$ cat src/rtl/if_stage_pkg.sv
// rtl/if_stage_pkg.sv - shared encodings and helpers for the instruction-fetch stage
package if_stage_pkg;

    localparam logic [31:0] NOP_INSTR        = 32'h0000_0000;
    localparam logic [31:0] RESET_PC_DEFAULT = 32'h0000_0000;

    typedef enum logic {
        IF_FETCH = 1'b0,
        IF_FLUSH = 1'b1
    } if_state_t;

    function automatic logic [31:0] pc_plus4(input logic [31:0] pc_in);
        return pc_in + 32'd4;
    endfunction

endpackage

$ cat src/rtl/if_stage_ifid_reg.sv
// rtl/if_stage_ifid_reg.sv - IF/ID pipeline register with hold, flush and bubble insertion
module ifid_reg
    import if_stage_pkg::*;
#(
    parameter logic [31:0] NOP = NOP_INSTR
) (
    input  logic        clk,
    input  logic        rst,
    input  logic        hold,
    input  logic        flush,
    input  logic        load_valid,
    input  logic [31:0] load_instr,
    input  logic [31:0] load_pc4,
    output logic [31:0] instr,
    output logic [31:0] id_pc4
);

    // Flush and bubble only replace the instruction; id_pc4 of a NOP is don't-care.
    always_ff @(posedge clk) begin
        if (!rst) begin
            instr  <= NOP;
            id_pc4 <= 32'h0000_0000;
        end else if (hold) begin
            instr  <= instr;
        end else if (flush) begin
            instr  <= NOP;
        end else if (load_valid) begin
            instr  <= load_instr;
            id_pc4 <= load_pc4;
        end else begin
            instr  <= NOP;
        end
    end

endmodule

$ cat src/rtl/if_stage.sv
// rtl/if_stage.sv - PC, fetch handshake, one-entry fetch buffer and IF/ID register
module if_stage
    import if_stage_pkg::*;
#(
    parameter logic [31:0] RESET_PC = RESET_PC_DEFAULT,
    parameter logic [31:0] NOP      = NOP_INSTR
) (
    input  logic        clk,
    input  logic        rst,
    input  logic        wpcir,
    input  logic        branch,
    input  logic [31:0] branch_pc,
    output logic        imem_req,
    output logic [31:0] imem_addr,
    input  logic        imem_ack,
    input  logic [31:0] imem_rdata,
    output logic [31:0] if_instr,
    output logic [31:0] instr,
    output logic [31:0] id_pc4,
    output logic [31:0] pc
);

    if_state_t   state;
    logic [31:0] fb_instr;
    logic [31:0] fb_pc4;
    logic        fb_valid;
    logic [31:0] kill_addr;
    logic        consume;
    logic        redirect;
    logic        accept;

    // A stall masks the redirect entirely, so ID keeps its instruction while stalled.
    assign redirect = branch & ~wpcir;
    assign consume  = fb_valid & ~wpcir & ~branch;
    assign accept   = imem_req & imem_ack;

    always_comb begin
        imem_req = 1'b0;
        if (rst) begin
            imem_req = (state == IF_FLUSH) | ~fb_valid | consume;
        end
    end

    assign imem_addr = (state == IF_FLUSH) ? kill_addr : pc;
    assign if_instr  = fb_valid ? fb_instr : NOP;

    always_ff @(posedge clk) begin
        if (!rst) begin
            pc        <= RESET_PC;
            fb_valid  <= 1'b0;
            fb_instr  <= NOP;
            fb_pc4    <= 32'h0000_0000;
            kill_addr <= 32'h0000_0000;
            state     <= IF_FETCH;
        end else begin
            case (state)
                IF_FETCH: begin
                    if (redirect) begin
                        pc       <= branch_pc;
                        fb_valid <= 1'b0;
                        // An outstanding request must still complete; its data is dropped in FLUSH.
                        if (imem_req && !imem_ack) begin
                            kill_addr <= pc;
                            state     <= IF_FLUSH;
                        end
                    end else if (accept) begin
                        fb_instr <= imem_rdata;
                        fb_pc4   <= pc_plus4(pc);
                        fb_valid <= 1'b1;
                        pc       <= pc_plus4(pc);
                    end else if (consume) begin
                        fb_valid <= 1'b0;
                    end
                end
                IF_FLUSH: begin
                    if (redirect) begin
                        pc <= branch_pc;
                    end
                    if (imem_ack) begin
                        state <= IF_FETCH;
                    end
                end
                default: state <= IF_FETCH;
            endcase
        end
    end

    ifid_reg #(
        .NOP(NOP)
    ) u_ifid_reg (
        .clk       (clk),
        .rst       (rst),
        .hold      (wpcir),
        .flush     (redirect),
        .load_valid(fb_valid),
        .load_instr(fb_instr),
        .load_pc4  (fb_pc4),
        .instr     (instr),
        .id_pc4    (id_pc4)
    );

endmodule

$ cat config.mk
export PLATFORM = sky130hd
export DESIGN_NAME = if_stage
export DESIGN_NICKNAME = d
export VERILOG_FILES = /design/src/rtl/if_stage_pkg.sv /design/src/rtl/if_stage_ifid_reg.sv /design/src/rtl/if_stage.sv
export SDC_FILE = /design/constraint.sdc
export NUM_CORES = 1
export LEC_CHECK = 0
export BUFFER_PORTS_ARGS = -buffer_cell sky130_fd_sc_hd__buf_4
export CAP_MARGIN = 20
export CORE_MARGIN = 2
export CORE_UTILIZATION = 53
export DETAILED_ROUTE_END_ITERATION = 7
export GPL_ROUTABILITY_DRIVEN = 0
export PLACE_DENSITY_LB_ADDON = 0.1
export SLEW_MARGIN = 20
export SYNTH_ARGS = -nofsm -noshare
export SYNTH_HDL_FRONTEND = slang
export SYNTH_SLANG_ARGS = --single-unit
$ cat constraint.sdc
create_clock -name clk -period 2.3 [get_ports clk]
set_input_delay 0.23 -clock clk [delete_from_list [all_inputs] [get_ports clk]]
set_output_delay 0.23 -clock clk [all_outputs]
set_load 0.03 [all_outputs]
# Word-level counts from Yosys, hierarchy flattened
# Cells that the tools add are included.
[totals]
register_bits = 194
input_bits = 69
output_inout_bits = 161
elab_cells = 45
[classes]
addsub = 1
eq_ne = 2
mux = 15
n_bitwise = 11
reduce_logical = 8
[op_table]
columns = ["operator", "count"]
rows = [
  ["32-bit 2-to-1 mux", 6],
  ["32-bit one-hot mux with 2 select lines", 1],
  ["32-bit by 3-bit adder with 32-bit output (second input constant)", 1],
  ["3-bit AND reduction", 3],
  ["1-bit 2-to-1 mux", 7],
  ["1-bit NOT", 5],
  ["1-bit AND", 4],
  ["2-bit AND reduction", 2],
  ["3-bit inequality test (second input constant)", 1],
  ["3-bit nonzero test", 1],
  ["2-bit by 1-bit inequality test with 1-bit output (second input constant)", 1],
  ["1-bit OR", 2],
  ["1-bit one-hot mux with 2 select lines", 1],
  ["1-bit logical AND", 1],
  ["1-bit logical NOT", 1],
]

# Longest topological paths before layout
# Gate-level depths: netlist (run 1).
[logic_depth]
word_depth = 9
mapped_depth = 8
ltp_nobuf = 6

# By module
# Synthesis (run 1) repeated with hierarchy kept, for this count alone.
[unflattened]
hier_cells = 1070
hier_area_um2 = 8949.8
[by_module_without_submodules]
columns = ["mod", "instances", "cells_per_inst", "area_per_inst_um2", "seq_area_each_um2"]
rows = [
  ["if_stage", 1, 785, 6188.4, 2602.5],
  ["ifid_reg", 1, 285, 2761.4, 1281.2],
]

# Worst setup path after synthesis (run 1)
# OpenSTA, ideal clock, no wires.
[synth_path]
path_kind = "register -> register"
startpoint = "register pc[15]"
endpoint = "register fb_pc4[25]"
setup_ns = 0.122
arrival_time_ns = 2.111
required_ns = 2.178
setup_slack_ns = 0.067
stages_incl_launch_ff = 8
cell_sequence = "dfxtp_1 clkbuf_2 nand3_2 or4_4 buf_6 or3_4 xor2_1 a21oi_2"
[synth_between]
elab_chain_len = 1
[synth_lines]
columns = ["element", "line", "source"]
rows = [
  ["from (decl)", "if_stage.sv:20", "output logic [31:0] pc"],
  ["from (signal assigned)", "if_stage.sv:59", "pc <= branch_pc;"],
  ["from (signal assigned)", "if_stage.sv:70", "pc <= pc_plus4(pc);"],
  ["from (signal assigned)", "if_stage.sv:77", "pc <= branch_pc;"],
  ["32-bit by 3-bit adder with 32-bit output", "if_stage_pkg.sv:13", "return pc_in + 32'd4;"],
  ["to (signal assigned)", "if_stage.sv:68", "fb_pc4 <= pc_plus4(pc);"],
  ["to (decl)", "if_stage.sv:25", "logic [31:0] fb_pc4;"],
]
# No other way between the ends.
# A chain may end at the register's enable or synchronous reset.

# Worst setup path in the final report (run 1)
[layout_path]
startpoint = "register state"
endpoint = "output imem_addr[22]"
[layout_between]
elab_chain_len = 1
[layout_lines]
columns = ["element", "line", "source"]
rows = [
  ["from (decl)", "if_stage.sv:23", "if_state_t state;"],
  ["from (signal assigned)", "if_stage.sv:54", "state <= IF_FETCH;"],
  ["from (signal assigned)", "if_stage.sv:64", "state <= IF_FLUSH;"],
  ["from (signal assigned)", "if_stage.sv:80", "state <= IF_FETCH;"],
  ["32-bit 2-to-1 mux", "if_stage.sv:44", "assign imem_addr = (state == IF_FLUSH) ? kill_addr : pc;"],
  ["to (decl)", "if_stage.sv:14", "output logic [31:0] imem_addr,"],
]
# No other way between the ends.

==> summary.txt, run 1 <==
width of the die: 130 um
Initial Utilization: 53.8%
GR Overflow Total: 0
Net Sw Power: 2.19 mW
min Tclk post-route: 2.12 ns
DRC Markers: 0
Yosys top cell by area: dfxtp_1
Synth cell types: 69
ys flop type: dfxtp_1
placed cell areas: 10400 um^2
Post-Syn Nets: 1118
CTS tree: done
Finished Layout Cells: 1471
Layout area overhead: 30.1%
final worst-path setup slack: 0.180 ns
Place WS: 0.102 ns
# port buffers: 229
antenna-violating nets left: 0
initial antenna violation count: 0
Mapped Area: 8460 um^2
Final #Nets: 1312
Avg Cell Area, Syn: 8.07 um^2
Peak VDD IR: 0.000524 V
ys async rst share: 0%
sw frac: 28.8%
Power Dens Cells: 693 nW/um^2
DRT iter0 DRCs: 694
maximum net fanout on the critical path: 40
area of the core: 15700 um^2
Slew @ Worst Pin: 0.765 ns
drt pass-1 iters: 5
Rows: 46
share of cells above drive strength 1: 28.0%
Comb pwr share: 14.1%
Total Neg Setup Slack: 0 ns
Worst EP arrival: 1.89 ns
total track usage: 28.3%
leakage power: 4.49 nW
Critical Path End Type: output pin
Mapped Cells: 1048
first-pass GRT wire length: 37400 um
P_int: 5.43 mW
Placed Cells incl. Taps: 1438
clock sink count: 194
Commonest cells post-synth: nand2_1, dfxtp_1, a21oi_1
DPL Wire Length: 17100 um
register area share after synthesis: 45.9%
Synth top area share: 45.9%
Vias: 8231
Die ar.: 17000 um^2
final setup skew: 0.00853 ns
run status: finished, final reports clean
critical path launch point type: flop
crit share post-route: 92.2%
Max Cap Violations: 0
most common cell in the netlist: nand2_1
clock tree buffer depth: 2
vias in the first global route: 6985
top-level I/O count: 230
Final Hold Fails: 0
post-route design area: 11000 um^2
Min Hold Slack: 0.0282 ns
post-synthesis register bit count: 194
Die Ht: 130 um
Reg power frac: 46.8%
number of CTS-inserted buffers: 17
Synth area leaders: dfxtp_1, nand2_1, a21oi_1, a22oi_1, mux2_2
H-tree Lvls: 4
Total Wirelength: 24700 um
Synth Warn #: 0
Clk network pwr share: 39.1%
clk slew on worst S/H paths: 0.08 ns
largest net degree at the start of global routing: 76
number of diodes: 0
fmax: 472 MHz
insertion delay to the later sink of the worst-skew pair: 0.43 ns
vias per cell: 5.60
Slew headroom: 49.0%
WL/cell: 16.8 um
Final Setup Violations: 0
CTS Root Cell: clkbuf_16
unrepaired setup endpoints after global routing: no
Post-synth EDFFs: 0
Final Max Tran Viols: 0
Crit Path Class: reg2out
Worst EP required: 2.07 ns
CTS Hold Bufs: 0
Worst Hold Class: in2reg
-- critical path, cell delays in order (launching register included) --
cell and delay, ns:
dfxtp_2 0.52, buf_6 0.35, mux2_2 0.39, buf_4 0.17
-- per-stage QoR --
stage               utilization [%]  total power, mW
floorplan                         -             4.26
global placement               66.2             4.69
detailed placement             66.2             4.70
CTS                            69.9             7.64
global route                   70.0             7.89
finish                         70.0             7.62
-- placed cells by master (no fill, tap or decap), types with 3 or more instances in the layout --
cell type / synthesis / layout
nand2b_1: 5 / 5
inv_8: 0 / 5
a31oi_1: 5 / 5
nand3_1: 55 / 55
xnor2_1: 15 / 15
inv_1: 6 / 6
clkbuf_16: 0 / 17
xor2_1: 9 / 9
or3_1: 4 / 4
a22o_1: 4 / 4
o31ai_1: 5 / 5
o21ai_0: 53 / 53
and4_1: 3 / 3
buf_12: 0 / 6
nor2_1: 67 / 67
nor4_1: 6 / 6
and3_1: 5 / 5
a211oi_1: 6 / 6
mux2_2: 26 / 26
buf_4: 5 / 265
a21oi_1: 97 / 97
dfxtp_1: 194 / 193
a22oi_1: 45 / 45
nor3_1: 6 / 5
nand4_1: 13 / 13
o22ai_1: 4 / 4
o21a_1: 3 / 3
clkinvlp_4: 0 / 4
o221ai_1: 5 / 5
nand2_1: 233 / 233
and2_1: 35 / 35
-- sequential cells by signal (all words and copies together) (netlist names) --
register           count
pc                    32
fb_pc4                32
u_ifid_reg.id_pc4     32
u_ifid_reg.instr      32
state                  1
fb_valid               1
fb_instr              32
kill_addr             32
-- worst paths after layout --
kind	startpoint	end	slack (ns)	cells after the start
worst max-delay path	state	imem_addr[22]	0.18	3
worst min-delay path	imem_rdata[23]	fb_instr[23]	0.03	3
worst max register to register	pc[15]	pc[30]	0.18	5
worst min register to register	fb_pc4[1]	u_ifid_reg.id_pc4[1]	0.45	2
-- layout make-up --
cell class                      count  area [um^2]
Clock buffer                       17          425
Clock inverter                     15          168
Fill cell                        1318         4710
Inverter                            8         31.3
Multi-Input combinational cell    749         4100
Sequential cell                   194         3880
Tap cell                          216          270
Timing Repair Buffer              272         2120
-- repair_timing --
item                                    4_1_cts  5_1_grt
endpoints found under the setup margin        0       14
buffers inserted                              0        1
resized for setup                             0        1
-- cell families after synthesis --
logic type	synth area share, %
AOI/OAI and AO/OA	17.9
DFF	45.9
and+or+nand+nor	24.1
xor gates and xnor gates	2.49
buffers and inverters	5.74
adders and majority gates	0.148
muxes	3.70
-- power groups by stage --
stage / registers [mW] / logic [mW] / clock network (mW)
final: 3.56 / 1.07 / 2.98
after global routing: 3.58 / 1.14 / 3.17
after CTS: 3.56 / 1.07 / 3.01
after detailed placement: 3.64 / 1.07 / 0
after global placement: 3.63 / 1.06 / 0
after floorplan: 3.69 / 0.566 / 0
-- layer usage --
| layer | wire length (um) | track usage [%] | up-vias |
|---|---|---|---|
| met5 | 0 | 0 | - |
| met4 | 429 | 8.29 | 0 |
| met3 | 1940 | 5.25 | 36 |
| met2 | 10900 | 41.7 | 344 |
| met1 | 11400 | 42.3 | 3851 |
| li1 | - | - | 4000 |
No activity file was read; power rests on OpenSTA's default activity.
==> run 2: changes to the inputs <==
Clock period 2.3 ns to 2.34 ns, I/O delays scaled along.
==> run 2 against run 1 <==
Net effect: total power down 2.1%; design area down 0.40%; register-to-register slack worse by 0.02 ns; worst setup slack worse by 0.12 ns; largest power group unchanged.
==> summary.txt, run 2 (same netlist as run 1, synthesis figures left out) <==
clock tree buffer depth: 2
total track usage: 28.4%
antenna-violating nets left: 0
fmax: 439 MHz
DPL Wire Length: 17200 um
vias per cell: 5.60
commonest non-fill, non-tap cell in the layout: buf_4
Total Power: 7.46 mW
min Tclk post-route: 2.28 ns
initial antenna violation count: 0
Final Core Density: 69.7%
clock sink count: 194
Final Setup Violations: 0
Total Wirelength: 24900 um
Net Sw Power: 2.07 mW
Initial Utilization: 53.8%
number of diodes: 0
# port buffers: 229
most frequent cells in the layout: buf_4, nand2_1, dfxtp_1
GR Overflow Total: 0
width of the die: 130 um
DRT iter0 DRCs: 841
WL/cell: 16.9 um
vias in the first global route: 7325
Comb pwr share: 14.0%
Reg power frac: 47.0%
multi-input logic area: 4100 um^2
CTS tree: done
first-pass GRT wire length: 38100 um
top-level I/O count: 230
Worst EP arrival: 2.05 ns
maximum net fanout on the critical path: 34
Final Hold Fails: 0
clk slew on worst S/H paths: 0.07 ns
unrepaired setup endpoints after global routing: no
critical path launch point type: flop
Critical Path End Type: output pin
DRC Markers: 0
area of the core: 15700 um^2
share of cells above drive strength 1: 28.0%
Die Ht: 130 um
sw frac: 27.7%
Clk network pwr share: 39.0%
Final #Nets: 1313
post-CTS sizing: 0
Max Cap Violations: 0
Power Dens Cells: 681 nW/um^2
run status: finished, final reports clean
final setup skew: 0.00786 ns
Rows: 46
Total Neg Setup Slack: 0 ns
Worst EP required: 2.11 ns
number of CTS-inserted buffers: 17
leakage power: 4.50 nW
Register Area: 3880 um^2
Vias: 8234
Worst R2R Path Depth: 5
CTS Root Cell: clkbuf_16
filler cell count: 1341
Crit Path Class: reg2out
crit share post-route: 97.4%
Slew headroom: 54.3%
Hold Crit Depth: 3
Peak VDD IR: 0.000540 V
P_int: 5.40 mW
drt pass-1 iters: 6
Layout area overhead: 29.6%
Final Max Tran Viols: 0
CTS Hold Bufs: 0
Die ar.: 17000 um^2
Slew @ Worst Pin: 0.686 ns
H-tree Lvls: 4
Worst Hold Class: in2reg
insertion delay to the later sink of the worst-skew pair: 0.43 ns
largest net degree at the start of global routing: 69
setup bufs post-CTS: 0
## run 2: final cells by class
class                      instances  share of cell area [%]
multi-input combinational        749                    37.4
sequential                       194                    35.5
timing repair buffer             273                    19.0
clock buffer                      17                    3.88
tap                              216                    2.47
clock inverter                    14                    1.44
inverter                           8                   0.285
## run 2: final timing paths
path | endpoint | startpoint | slack [ns]
max | imem_addr[1] | state | 0.06
max reg2reg | pc[30] | pc[14] | 0.16
min reg2reg | u_ifid_reg.id_pc4[15] | fb_pc4[15] | 0.45
min | fb_instr[5] | imem_rdata[5] | 0.04
## run 2: through the flow
stage	cells	hold slack (ns)	setup slack, ns	cell area [um^2]
CTS	1470	0.0309	0.0671	11000
floorplan	1048	0.370	0.107	8460
detailed placement	1439	0.442	0.187	10400
global route	1471	0.0411	0.0283	11000
global placement	1439	0.437	0.240	10400
finish	1471	0.0387	0.0608	11000
## run 2: power groups by stage
stage	logic [mW]	registers [mW]	clock network, mW
after global routing	1.11	3.52	3.08
after CTS	1.04	3.51	2.95
after detailed placement	1.04	3.58	0
final	1.04	3.51	2.91
after floorplan	0.556	3.63	0
after global placement	1.03	3.58	0
## run 2: routing by layer
layer | track usage [%] | share of wire (%) | vias up | wire length [um]
li1 | - | - | 3997 | -
met1 | 41.5 | 44 | 3785 | 11100
met2 | 41.3 | 43 | 396 | 10800
met3 | 6.23 | 9.8 | 56 | 2450
met4 | 10.3 | 2.5 | 0 | 613
met5 | 0 | 0 | - | 0
## run 2: worst max-delay path: stages (launching register included)
cell	delay, ns
dfxtp_2	0.59
buf_4	0.44
mux2_2	0.40
buf_4	0.17
==> run 3: changes to the inputs <==
Settings changed: RECOVER_POWER set to 50.
==> run 3 against run 2 <==
Net effect: highest routed layer unchanged; global-route usage stayed put; design area shrank 3.6%; worst hold slack better by 0.0045 ns; combinational power down 4%; count of clock-buffer cells in the layout is the same; via count shrank 0.50%; register-to-register slack about the same; first-iteration DRC count down 6.8%; wire length increased by 0.14%; clock power about the same; sequential cell count is the same.
==> summary.txt, run 3 (same netlist as run 1, synthesis figures left out) <==
run status: finished, final reports clean
Layout area overhead: 25.0%
Slew @ Worst Pin: 1.25 ns
Total Power: 7.41 mW
fmax: 443 MHz
Die Ht: 130 um
CTS Hold Bufs: 0
DRT iter0 DRCs: 784
crit share post-route: 96.4%
DRC Markers: 0
drt pass-1 iters: 6
Final Setup Violations: 0
number of CTS-inserted buffers: 17
GR Overflow Total: 0
register-to-register setup slack: 0.17 ns
Slew headroom: 16.6%
Crit Path Class: reg2out
DPL Wire Length: 17200 um
CTS tree: done
area of the core: 15700 um^2
# port buffers: 229
post-route design area: 10600 um^2
min Tclk post-route: 2.26 ns
Most common cell on crit path: buf_4
Worst Hold Class: in2reg
Critical Path End Type: output pin
CTS Root Cell: clkbuf_16
first-pass GRT wire length: 38100 um
share of cells above drive strength 1: 20.1%
clock sink count: 194
Die ar.: 17000 um^2
Worst EP required: 2.11 ns
critical path cell sequence: buf_4 -> mux2_2 -> buf_4
unrepaired setup endpoints after global routing: no
critical path launch point type: flop
Critical R2R Launch: pc[14]
Worst EP arrival: 2.02 ns
CP max stage cell: dfxtp_2
Peak VDD IR: 0.000532 V
Final Core Density: 67.3%
Rows: 46
clk slew on worst S/H paths: 0.07 ns
total track usage: 28.4%
capturing point of the worst reg2reg path: pc[30]
WL/cell: 17.0 um
commonest non-fill, non-tap cell in the layout: nand2_1
Hold Crit Depth: 3
H-tree Lvls: 4
most frequent cells in the layout: nand2_1, dfxtp_1, buf_4
post-CTS sizing: 0
number of diodes: 0
Worst R2R Path Depth: 5
Min Hold Slack: 0.0432 ns
vias per cell: 5.57
Max Cap Violations: 0
leakage power: 4.05 nW
width of the die: 130 um
Total Neg Setup Slack: 0 ns
vias in the first global route: 7325
Vias: 8193
clock tree buffer depth: 2
Final Hold Fails: 0
Final Max Tran Viols: 0
crit-path max cell delay: 0.58 ns
top-level I/O count: 230
final setup skew: 0.00686 ns
Initial Utilization: 53.8%
Final #Nets: 1313
antenna-violating nets left: 0
largest net degree at the start of global routing: 69
Power Dens Cells: 701 nW/um^2
initial antenna violation count: 0
placed cell areas: 10400 um^2
setup bufs post-CTS: 0
hold path startpoint: imem_rdata[5]
WHS Endpoint: fb_instr[5]
Total Wirelength: 24900 um
insertion delay to the later sink of the worst-skew pair: 0.43 ns
maximum net fanout on the critical path: 34
run 3: cell types whose count changed in the layout (fill, tap and decap cells not counted), sizes merged:
cell,before,now
buf,273,166
clkbuf,17,124
clkinv,9,8
clkinvlp,0,1
run 3: worst max-delay path by stage:
stage	from	to	slack, ns
final	state	imem_addr[1]	0.08
after global routing	fb_valid	u_ifid_reg.instr[11]	0.02
after CTS	state	imem_addr[1]	0.07
after detailed placement	pc[2]	pc[14]	0.19
after global placement	pc[2]	pc[14]	0.24
after floorplan	pc[15]	fb_pc4[25]	0.11
run 3: per-stage QoR:
stage               std cells  worst slack (ns)
floorplan                1048             0.107
global placement         1439             0.240
detailed placement       1439             0.187
CTS                      1470            0.0671
global route             1471            0.0221
finish                   1471            0.0842
run 3: layout make-up:
type                            instances  area [um^2]
Clock buffer                           17          425
Timing Repair Buffer                  273         1700
Tap cell                              216          270
Sequential cell                       194         3880
Multi-Input combinational cell        749         4100
Clock inverter                         14          158
Inverter                                8         31.3
Fill cell                            1454         5140
run 3: critical path, delay by kind of cell (launching register included):
| family | cells | cell delay [ns] |
|---|---|---|
| buf+inv | 2 | 0.60 |
| flops | 1 | 0.58 |
| mux | 1 | 0.40 |
run 3: report_power, final:
part	switching (mW)	total [mW]	internal [mW]
registers	0.100	3.51	3.41
clock network	1.31	2.90	1.59
logic	0.646	1.00	0.359
run 3: layer usage:
metal | part of all wire [%] | up-vias | routed length, um | global-route usage (%)
met5 | 0 | - | 0 | 0
met4 | 2.5 | 0 | 630 | 10.3
met3 | 9.3 | 46 | 2320 | 6.23
met2 | 43 | 358 | 10700 | 41.3
met1 | 45 | 3798 | 11200 | 41.5
li1 | - | 3991 | - | -
